<file path="config.mk">
export PLATFORM = sky130hd
export DESIGN_NAME = vend_controller
export DESIGN_NICKNAME = d
export VERILOG_FILES = /design/src/rtl/vend_controller.sv
export SDC_FILE = /design/constraint.sdc
export NUM_CORES = 1
export LEC_CHECK = 0
export ABC_CLOCK_PERIOD_IN_PS = 2400
export CORE_ASPECT_RATIO = 1.2
export CORE_UTILIZATION = 47
export DETAILED_ROUTE_END_ITERATION = 16
export PLACE_DENSITY = 0.82
export SLEW_MARGIN = 20
export SYNTH_ARGS = -nofsm -noshare
export SYNTH_HDL_FRONTEND = slang
export SYNTH_SLANG_ARGS = --single-unit
</file>
<file path="constraint.sdc">
create_clock -name clock -period 2.4 [get_ports clock]
set_input_delay 0.24 -clock clock [delete_from_list [all_inputs] [get_ports clock]]
set_output_delay 0.24 -clock clock [all_outputs]
set_load 0.02 [all_outputs]
</file>
<file path="src/rtl/vend_controller.sv">
// Vending machine controller: coin credit, item selection, timed dispense, change return.
// Optional inactivity refund is compiled in with macro VEND_TIMEOUT_EN.
module vend_controller #(
  parameter logic [7:0]  PRICE0         = 8'd10,
  parameter logic [7:0]  PRICE1         = 8'd15,
  parameter logic [7:0]  PRICE2         = 8'd20,
  parameter logic [7:0]  PRICE3         = 8'd25,
  parameter logic [7:0]  DISPENSE_TIME  = 8'd50,
  parameter logic [7:0]  CREDIT_MAX     = 8'd200,
  parameter logic [15:0] TIMEOUT_CYCLES = 16'd1000
) (
  input  logic       clock,
  input  logic       reset,
  input  logic       coin_valid,
  input  logic [7:0] coin_value,
  input  logic       select_valid,
  input  logic [1:0] select_item,
  input  logic       cancel,
  input  logic       waited,
  output logic       wait_req,
  output logic [7:0] k_wait,
  output logic       dispense,
  output logic [1:0] dispense_item,
  output logic       change_valid,
  output logic [7:0] change_amount,
  output logic [7:0] credit,
  output logic       coin_reject,
  output logic       busy
);

  typedef enum logic [1:0] {
    IDLE     = 2'd0,
    DISPENSE = 2'd1,
    CHANGE   = 2'd2
  } state_e;

  state_e     state_q;
  logic [7:0] credit_q;
  logic [7:0] change_amount_q;
  logic [1:0] item_q;
  logic       wait_req_q;
  logic       dispense_q;
  logic       change_valid_q;
  logic       coin_reject_q;
  logic       busy_q;

  logic [8:0] coin_sum;
  logic       coin_fits;
  logic       tmo_fire;

  function automatic logic [7:0] price_of(input logic [1:0] idx);
    case (idx)
      2'd0:    price_of = PRICE0;
      2'd1:    price_of = PRICE1;
      2'd2:    price_of = PRICE2;
      default: price_of = PRICE3;
    endcase
  endfunction

  // 9-bit sum so an overflowing coin is still seen as over the limit
  assign coin_sum  = {1'b0, credit_q} + {1'b0, coin_value};
  assign coin_fits = (coin_sum <= {1'b0, CREDIT_MAX});

`ifdef VEND_TIMEOUT_EN
  logic [15:0] idle_cnt_q;

  assign tmo_fire = (state_q == IDLE) && (credit_q != 8'd0) && (idle_cnt_q == TIMEOUT_CYCLES);

  always_ff @(posedge clock or posedge reset) begin
    if (reset) begin
      idle_cnt_q <= '0;
    end else if (state_q != IDLE || credit_q == 8'd0 || cancel || select_valid || tmo_fire ||
                 (coin_valid && coin_fits)) begin
      idle_cnt_q <= '0;
    end else begin
      idle_cnt_q <= idle_cnt_q + 16'd1;
    end
  end
`else
  assign tmo_fire = 1'b0;
`endif

  always_ff @(posedge clock or posedge reset) begin
    if (reset) begin
      state_q         <= IDLE;
      credit_q        <= '0;
      change_amount_q <= '0;
      item_q          <= '0;
      wait_req_q      <= 1'b0;
      dispense_q      <= 1'b0;
      change_valid_q  <= 1'b0;
      coin_reject_q   <= 1'b0;
      busy_q          <= 1'b0;
    end else begin
      coin_reject_q  <= 1'b0;
      change_valid_q <= 1'b0;
      case (state_q)
        IDLE: begin
          // cancel (or timeout) dominates; a coin in the same cycle is bounced
          if (cancel || tmo_fire) begin
            coin_reject_q <= coin_valid;
            if (credit_q != 8'd0) begin
              change_amount_q <= credit_q;
              credit_q        <= '0;
              change_valid_q  <= 1'b1;
              busy_q          <= 1'b1;
              state_q         <= CHANGE;
            end
          end else if (coin_valid) begin
            if (coin_fits) credit_q <= coin_sum[7:0];
            else           coin_reject_q <= 1'b1;
          end else if (select_valid && (credit_q >= price_of(select_item))) begin
            item_q     <= select_item;
            wait_req_q <= 1'b1;
            dispense_q <= 1'b1;
            busy_q     <= 1'b1;
            state_q    <= DISPENSE;
          end
        end
        DISPENSE: begin
          coin_reject_q <= coin_valid;
          if (waited) begin
            change_amount_q <= credit_q - price_of(item_q);
            credit_q        <= '0;
            wait_req_q      <= 1'b0;
            dispense_q      <= 1'b0;
            change_valid_q  <= 1'b1;
            state_q         <= CHANGE;
          end
        end
        CHANGE: begin
          coin_reject_q <= coin_valid;
          busy_q        <= 1'b0;
          state_q       <= IDLE;
        end
        default: begin
          wait_req_q <= 1'b0;
          dispense_q <= 1'b0;
          busy_q     <= 1'b0;
          state_q    <= IDLE;
        end
      endcase
    end
  end

  assign wait_req      = wait_req_q;
  assign k_wait        = DISPENSE_TIME;
  assign dispense      = dispense_q;
  assign dispense_item = item_q;
  assign change_valid  = change_valid_q;
  assign change_amount = change_amount_q;
  assign credit        = credit_q;
  assign coin_reject   = coin_reject_q;
  assign busy          = busy_q;

endmodule

</file>
## Word level (Yosys, flattened, before mapping)

Index checks and enable logic that the tools add are counted.

| cells by class | value |
|---|---|
| $add $sub $neg | 2 |
| magnitude comparators | 2 |
| equal/unequal tests | 17 |
| mux-type cells | 39 |
| bitwise logic cells | 4 |
| reductions and logical operators | 13 |

Operator list:

| operator | count |
|---|---|
| 8-bit two-way mux | 13 |
| 8-bit case mux with 2 select lines | 2 |
| 5-bit case mux with 3 select lines | 2 |
| 4-bit AND reduction | 4 |
| 3-bit inequality test (second input constant) | 5 |
| 1-bit two-way mux | 12 |
| 2-bit inequality test (second input constant) | 6 |
| 2-bit two-way mux | 5 |
| 5-bit AND reduction | 2 |
| 8-bit by 8-bit adder with 9-bit output | 1 |
| 9-bit by 8-bit <= comparator with 1-bit output (second input constant) | 1 |
| 8-bit greater-or-equal comparator | 1 |
| 8-bit nonzero test | 1 |
| 8-bit subtractor | 1 |
| 2-bit by 1-bit == test with 1-bit output (second input constant) | 3 |
| 2-bit == test (second input constant) | 3 |
| 2-bit zero test | 3 |
| 1-bit case mux with 2 select lines | 3 |
| 1-bit inverter | 4 |
| 2-bit case mux with 2 select lines | 1 |
| 1-bit case mux with 3 select lines | 1 |
| 2-bit nonzero test | 1 |
| 2-bit OR reduction | 1 |
| 1-bit logical AND | 1 |

| storage, ports and cells | value |
|---|---|
| register bits | 24 |
| bits of input ports | 16 |
| output and inout port bits | 31 |
| word-level logic and storage cells | 85 |

## Longest topological paths before layout

| logic depth | value |
|---|---|
| depth after elaboration | 11 |
| gate-level depth with buffers | 13 |
| gate-level depth less buffers | 13 |

## Worst setup path after synthesis

No wires, ideal clock.

| timing path | value |
|---|---|
| kind | reg-to-reg |
| from | register credit_q[0], in the netlist credit[0] |
| to | register credit_q[5], in the netlist credit[5] |
| library setup time | 0.079 ns |
| arrival | 2.621 ns |
| data required time | 2.321 ns |
| setup slack | -0.301 ns |
| stages on the path, launching flop included | 11 |
| path buffers | 0 |
| clock period less this slack | 2.701 ns |
| cells stage by stage | dfrtp_1 -> ha_1 -> inv_1 -> fa_1 -> and2b_1 -> o21ai_2 -> or4b_1 -> nand3_1 -> o311ai_2 -> a21oi_4 -> mux2i_1 |

| between the ends | value |
|---|---|
| longest elaborated chain between the ends | 5 |
| elaborated cells between the ends (all ways) | 10 |
| those cells by class | 1 x add/sub; 1 x order compare; 2 x eq/ne; 4 x mux; 2 x reduce/logical |

Ends and longest elaborated chain:

| what | line | text |
|---|---|---|
| start, declared | 38 | `logic [7:0] credit_q;` |
| start signal, assigned | 110 | `if (coin_fits) credit_q <= coin_sum[7:0];` |
| parallel branches: the longest is 5 deep, another holds 8-bit by 8-bit adder with 9-bit output | - |  |

Parallel ways; which one is timed is not known. The select of a mux whose other input is x is not followed.
A chain may end at the register's enable or synchronous reset.

## Worst setup path after layout

| timing path | value |
|---|---|
| from | register credit_q[0], in the netlist credit[0] |
| to | register credit_q[4], in the netlist credit[4] |

The elaborated chain is that of the path after synthesis.

==> impl_results.md <==
- Number of global-route vias before repair: 2149
- Area of the core: 4590 sq um
- Yosys top cell by area: dfrtp_1
- Final estimated routing congestion in global placement: 0.835
- Synth Flop Type: dfrtp_1
- Setup Skew: 0.00738 ns
- Area contributors post-synth: dfrtp_1 (27%), ha_1 (17%), nand2_1 (5.0%)
- CTS tree: built
- Reg2reg path depth: 11
- FMAX: 0.386 GHz
- Met1 layer usage reported by global route: 0.298
- VDD IR max: 0.000559 V
- DRC viols: 0
- Worst EP arrival: 2.79 ns
- CP max stage cell: dfrtp_2
- CP Capture Type: register
- Critical-path cell list: ha_4 > inv_2 > fa_2 > buf_4 > xnor2_1 > or3_1 > a32oi_2 > o311ai_4 > buf_6 > a21oi_4 > o2bb2ai_1
- Num rows: 27
- Die Ht: 77.6 um
- Io pins: 47
- Full die area: 5050 sq um
- Fin worst setup slack: -0.192 ns
- Leak: 1.53 nW
- #FFs+latches synth: 24
- Mapped Cells: 262
- Fill cell count: 331
- Port Buf Inserts: 38
- Clock tree sinks: 24
- Share of flip-flops with an asynchronous set or reset: 1.00
- Sequential-to-total area share from yosys stat: 0.268
- DRT Pass-1 Iters: 5
- Nets: 406
- Buf/Inv on CP: 3
- Vias: 2393
- Crit path kind: register to register
- Ant diodes: 0
- Vias per inst: 5.78
- H-tree Lvls: 1
- Detail Route Antenna Nets: 0
- GRT Total Usage: 0.245
- Synth cell count leaders: ha_1 (31), nand2_1 (30), dfrtp_1 (24), inv_1 (22), nor2_1 (21)
- CP max stage delay: 0.40 ns
- Clock transition at the registers of the reported paths: 0.09 ns
- Skew-Pair Late Insertion Delay: 0.27 ns
- Yosys top cell area share: 0.268
- Chip Width: 65.0 um
- Syn Area/Cell: 8.55 sq um
- Number of synthesized flops with an enable pin: 0
- Share of cells above drive strength 1: 0.309
- Violated checks: negative setup slack
- First-pass GRT wire length: 9830 um
- Final instance area: 3320 sq um
- Largest net degree at the start of global routing: 25
- Grt met3 use: 0.0294
- Library cells used by synthesis: 51
- Power Total: 3.34 mW
- Crit path required time: 2.60 ns
- Clk buf depth: 2
- Max-cap violation count: 0
- Final Hold Violating Endpoints: 0
- Initial core utilization: 0.487
- Routed wire length: 6850 um
- Fin crit share: 1.08
- Synthesized area: 2240 sq um
- TNS Setup: -1.52 ns
- Final Max Tran Viols: 0
- CTS Buf Count: 3
- Final min period: 2.59 ns
- Initial antenna violation count: 0
- Crit path max-delay family: compound AO/OA/AOI/OAI gates
- Grt ovf: 0
- Crit-path max FO: 5
- Area after DPL: 3020 sq um
- Post-DP HPWL: 4300 um
- Busiest grt layer: met2
- Synth warnings: 0
- Post-CTS Hold Fix Bufs: 0
- Met2 usage: 0.436
- Final Setup Violations: 9
- Top-count cell post-synth: ha_1
- DR WL/cell: 16.6 um
- Worst Hold Class: input port to asynchronous set/reset pin
- Initial DRC Count: 210
- Status: complete, but fails checks
- CTS root buf: clkbuf_8
- Area Overhead vs Synth: 48.3%
- Pwr Density: 1000 nW/um^2
- RSZ-0062 raised after global routing: yes
- Critical Path Stages: 11
- Worst setup SP type: register
[registers in the layout, summed over array words and instances, names as in the netlist]
register / flops
change_amount: 8
credit: 8
dispense_item: 2
state_q: 2
busy: 1
change_valid: 1
coin_reject: 1
dispense: 1
[cells in the final DEF, fill, tap and decap left out, types with 3 or more instances in the layout]
master	n
dfrtp_2	3
xor2_1	3
a32oi_2	3
o21ai_1	3
clkdlybuf4s50_1	36
nor2b_1	3
nand3_1	3
nand2b_1	4
nor2_1	21
nand3_2	3
a211oi_1	3
nand2_1	29
o211ai_1	4
clkbuf_8	3
a21oi_1	11
o2bb2ai_1	4
o21ai_0	12
nor3_1	4
a21o_1	5
conb_1	8
ha_4	4
inv_1	17
inv_2	5
ha_1	26
buf_4	59
dfrtp_1	21
mux2i_1	6
o21ai_2	4
[layout make-up]
class	instances	area, sq um	area share
repair buffers	99	856	0.258
clock buffers	4	45.0	0.0136
flip-flops and latches	24	604	0.182
inverters	22	82.6	0.0249
multi-input cells	207	1660	0.500
well taps	58	72.6	0.0218
[power breakdown]
part           switching [mW]  internal, mW
sequential             0.0902         0.537
clock                   0.134         0.119
combinational            1.30          1.15
[layer usage]
layer | vias to the layer above | wire length (um)
li1 | 1102 | -
met1 | 1108 | 2750
met2 | 149 | 3440
met3 | 34 | 431
met4 | 0 | 239
met5 | - | 0
[logic make-up (layout without fill, tap and decap cells)]
logic type / Yosys count / count (layout) / share of synthesized area
buf+inv: 37 / 125 / 0.0821
flops: 24 / 24 / 0.268
simple gates: 84 / 84 / 0.182
compound gates: 69 / 69 / 0.220
xor+xnor: 7 / 7 / 0.0274
fa+ha+maj: 33 / 33 / 0.191
other cells: 2 / 8 / 0.00335
mux: 6 / 6 / 0.0268
[repair_timing]
action                                  CTS  global route
endpoints found under the setup margin   12            13
resized for setup                        15            29
pin swaps                                 7            18
endpoints found under the hold margin     0             0
buffers inserted                          6             6
[metrics by stage]
step | worst slack (ns) | hold slack [ns] | util | cells
after global routing | -0.290 | 0.354 | 0.723 | 414
after global placement | -0.449 | 0.462 | 0.658 | 399
after CTS | -0.123 | 0.323 | 0.687 | 408
final | -0.192 | 0.312 | 0.723 | 414
after floorplan | -0.111 | 0.254 | - | 268
after detailed placement | -0.521 | 0.470 | 0.658 | 399
[final timing paths]
| path | start | to | slack, ns |
|---|---|---|---|
| setup / recovery | credit[0] | credit[4] | -0.19 |
| hold / removal | reset | change_amount[6] | 0.31 |
| setup reg to reg | credit[0] | credit[4] | -0.19 |
| hold reg to reg | change_amount[5] | change_amount[5] | 0.48 |
| max in group asynchronous | reset | dispense_item[0] | 1.82 |
| min in group clock | coin_value[0] | credit[0] | 0.48 |
[worst min-delay path, delay by kind of cell]
kind	cells	cell delay, ns
buffers and inverters	3	0.75
Note: power is estimated with default switching activity, not from simulation.
